<file path="src/rtl/down_counter_timer.sv">
// Loadable down-counter timer: counts a reload value down to zero and pulses
// done on terminal count, with one-shot / auto-reload modes, pause and abort.
module down_counter_timer #(
    parameter int WIDTH = 4
) (
    input  logic             clk,
    input  logic             rst,
    input  logic             load,
    input  logic [WIDTH-1:0] load_val,
    input  logic             start,
    input  logic             stop,
    input  logic             pause,
    input  logic             auto_reload,
    output logic [WIDTH-1:0] count,
    output logic             busy,
    output logic             done
);

    typedef enum logic {
        IDLE = 1'b0,
        RUN  = 1'b1
    } state_t;

    localparam logic [WIDTH-1:0] ONE  = {{(WIDTH-1){1'b0}}, 1'b1};
    localparam logic [WIDTH-1:0] ZERO = '0;

    state_t           state_q, state_d;
    logic [WIDTH-1:0] count_q, count_d;
    logic [WIDTH-1:0] reload_q, reload_d;
    logic             done_q, done_d;

    always_ff @(posedge clk or posedge rst) begin
        if (rst) begin
            state_q  <= IDLE;
            count_q  <= ZERO;
            reload_q <= ZERO;
            done_q   <= 1'b0;
        end else begin
            state_q  <= state_d;
            count_q  <= count_d;
            reload_q <= reload_d;
            done_q   <= done_d;
        end
    end

    // Priority: load, then stop, then start / run activity.
    always_comb begin
        state_d  = state_q;
        count_d  = count_q;
        reload_d = reload_q;
        done_d   = 1'b0;
        if (load) begin
            reload_d = load_val;
            count_d  = load_val;
            state_d  = IDLE;
        end else if (stop) begin
            state_d = IDLE;
        end else begin
            case (state_q)
                IDLE: begin
                    if (start) begin
                        count_d = reload_q;
                        if (reload_q != ZERO) begin
                            state_d = RUN;
                        end else begin
                            done_d = 1'b1;
                        end
                    end
                end
                RUN: begin
                    if (!pause) begin
                        if (count_q > ONE) begin
                            count_d = count_q - ONE;
                        end else if (count_q == ONE) begin
                            count_d = ZERO;
                            done_d  = 1'b1;
                            if (!auto_reload) begin
                                state_d = IDLE;
                            end
                        end else begin
                            // Count of zero in RUN only follows an auto-reload terminal count.
                            count_d = reload_q;
                        end
                    end
                end
                default: state_d = IDLE;
            endcase
        end
    end

    assign count = count_q;
    assign busy  = (state_q == RUN);
    assign done  = done_q;

endmodule

</file>
<file path="config.mk">
export PLATFORM = sky130hd
export DESIGN_NAME = down_counter_timer
export DESIGN_NICKNAME = d
export VERILOG_FILES = /design/src/rtl/down_counter_timer.sv
export SDC_FILE = /design/constraint.sdc
export NUM_CORES = 1
export LEC_CHECK = 0
export CAP_MARGIN = 10
export CORE_MARGIN = 1.5
export CORE_UTILIZATION = 28
export DETAILED_ROUTE_END_ITERATION = 8
export GPL_ROUTABILITY_DRIVEN = 0
export MAX_ROUTING_LAYER = met4
export PLACE_DENSITY = 0.55
export SLEW_MARGIN = 40
export SYNTH_ARGS = -nofsm -noshare
export SYNTH_HDL_FRONTEND = slang
export SYNTH_SLANG_ARGS = --single-unit
</file>
<file path="constraint.sdc">
create_clock -name clk -period 3.5 [get_ports clk]
set_clock_uncertainty 0.15 [all_clocks]
set_input_delay 0.525 -clock clk [delete_from_list [all_inputs] [get_ports clk]]
set_output_delay 0.525 -clock clk [all_outputs]
set_load 0.05 [all_outputs]
</file>
==> reports/summary.txt <==
Initial DRT Pass Iterations -> 2
Tightest Hold Check Type -> flop to flop
Final hold slack -> 0.382 ns
Largest stage delay, worst path -> 0.85 ns
Die width -> 48.7 µm
Pwr/cell area -> 403 mW/mm²
Crit path launch type -> flop
DRT iter0 DRCs -> 4
Family with the most delay on the worst path -> buffers and inverters
# clock sinks -> 10
Post-synth cell types -> 27
DR vias/cell -> 4.80
Critical path capture point type -> primary output
Slowest CP cell -> clkdlybuf4s50_1
Mapped Area -> 584 µm²
I/O pin count -> 17
Port Buffers -> 16
Switch Pwr -> 0.107 mW
Vias in the first global route -> 526
Fin crit share -> 0.647
Sw Share -> 0.334
CTS Buffer Depth -> 2
First-pass GRT wire length -> 2330 µm
Wirelength, routed -> 1310 µm
CTS Hold Bufs -> 0
Clock power frac -> 0.232
CTS resizes -> 0
Total setup buffers inserted after CTS -> 0
Slew HR -> 0.641
Synth Instances -> 61
Syn avg cell area -> 9.58 µm²
Max rail drop VDD -> 169 µV
Critical path class -> flop to primary output
Clock slew at reported path FFs -> 0.06 ns
Avg WL per Cell -> 12.4 µm
Initial Utilization -> 0.298
Fill cell count -> 221
Commonest cells after routing, fill and taps aside -> clkdlybuf4s50_1 (16), dfrtp_1 (10), inv_1 (7)
Setup_tns -> 0 ns
Die area -> 0.00237 mm²
Final setup vio count -> 0
Syn nets -> 74
Antenna cells -> 0
Final hold violation count -> 0
CP arrival -> 1.59 ns
Pre-CTS setup slack -> 1.14 ns
Final min period -> 2.26 ns
Commonest non-fill, non-tap cell in the layout -> clkdlybuf4s50_1
Slew Limit Fails -> 0
H-tree depth -> 1
TritonCTS buffer count -> 3
Yosys reg bits -> 10
Clock latency on the worst-skew pair -> 0.26 ns
Post-route cell area -> 797 µm²
RSZ-0062 raised after global routing -> false
Setup WS post-layout -> 1.24 ns
Design Power -> 0.321 mW
Max-cap violations -> 0
Critical Path RT -> 2.82 ns
Crit path max fanout -> 9
Leak -> 0.340 nW
Post-DP Area -> 774 µm²
Reg power frac -> 0.447
Root Driver -> clkbuf_4
GRT overflow -> 0
Worst-Margin Slew -> 0.532 ns
Antenna violations before repair -> 0
Sequential area share after synthesis -> 0.428
Largest net degree at the start of global routing -> 11
Fmax -> 442 MHz
DRC -> 0
Internal power -> 0.214 mW
Vias -> 509
Core Area -> 0.00196 mm²
Post-DP HPWL -> 1040 µm
Net count, final -> 94
Synthesis-to-finish area growth -> 36.4%
Layout cells sized above 1 -> 0.127
Ys Warns -> 0
Outcome -> completed
CP cell instances -> clkdlybuf4s50_1
All-Layer GR Usage -> 0.132
Row count -> 16
Antenna violation net count after detailed routing -> 0
Comb pwr share -> 0.320
Die H -> 48.7 µm
CTS tree -> yes
WP buf/inv -> 1
through the flow:
| step | utilization | instances |
|---|---|---|
| 3_3_place_gp | 0.395 | 103 |
| 2_1_floorplan | - | 61 |
| 5_1_grt | 0.406 | 106 |
| 6_report | 0.406 | 106 |
| 4_1_cts | 0.406 | 106 |
| 3_5_place_dp | 0.395 | 103 |
sequential cells by signal, indices dropped and copies added (netlist names):
name and count:
done 1, busy 1, count 4, reload_q 4
path summary, 6_finish.rpt:
check | start | to | slack, ns | cells past startpoint
setup / recovery | busy | busy | 1.24 | 1
hold / removal | reload_q[0] | reload_q[0] | 0.38 | 2
setup reg to reg | count[0] | count[0] | 1.50 | 6
hold reg to reg | reload_q[0] | reload_q[0] | 0.38 | 2
max in group asynchronous | rst | count[0] | 2.53 | 2
min in group asynchronous | rst | done | 0.39 | 2
synth_stat cells:
master      n  share of area
or4b_1      1          0.017
a21oi_1     5          0.043
nor3b_1     1          0.013
mux2i_1     1          0.017
mux2_2      4          0.077
a32o_1      1          0.017
nand2_1     6          0.039
and2_1      1          0.011
nand2b_1    2          0.021
o2bb2ai_1   1          0.015
or4b_2      1          0.017
clkbuf_1    1         0.0064
a21boi_1    1          0.013
o22a_2      1          0.017
o221ai_1    1          0.015
o21ai_0     1         0.0086
o311ai_0    1          0.015
nor2_1      5          0.032
nor3_1      2          0.017
o32a_2      1          0.019
xnor2_1     1          0.015
a21o_1      1          0.013
dfrtp_1    10           0.43
inv_1       7          0.045
and2_0      1          0.011
o22a_1      1          0.015
ha_1        2          0.043
per-layer routing:
layer / GRT usage / share of wire / vias to the layer above
li1: - / - / 254
met1: 0.163 / 0.52 / 241
met2: 0.196 / 0.43 / 12
met3: 0.0247 / 0.030 / 2
met4: 0.0857 / 0.019 / 0
met5: - / 0 / -
power by group through the flow:
stage	clock network, mW	logic, mW	registers, mW
finish	0.0745	0.103	0.144
global route	0.0854	0.112	0.145
CTS	0.0790	0.104	0.143
detailed placement	0	0.103	0.145
global placement	0	0.103	0.145
floorplan	0	0.0414	0.168
area by class of cell:
| class | instances | area (µm²) | area share |
|---|---|---|---|
| Timing Repair Buffer | 16 | 160 | 0.201 |
| Multi-Input combinational cell | 43 | 304 | 0.381 |
| Inverter | 7 | 26.3 | 0.0330 |
| Clock buffer | 3 | 22.5 | 0.0283 |
| Tap cell | 27 | 33.8 | 0.0424 |
| Sequential cell | 10 | 250 | 0.314 |
cell families after synthesis:
group,after synthesis,share of synthesized area
AND/OR/NAND/NOR,20,0.178
AO/OA/AOI/OAI,15,0.191
flip-flops,10,0.428
adder cells (fa/ha/maj),2,0.0428
XOR/XNOR,1,0.0150
buffers and inverters,8,0.0514
multiplexers,5,0.0942
(Power assumes the default switching activity.)
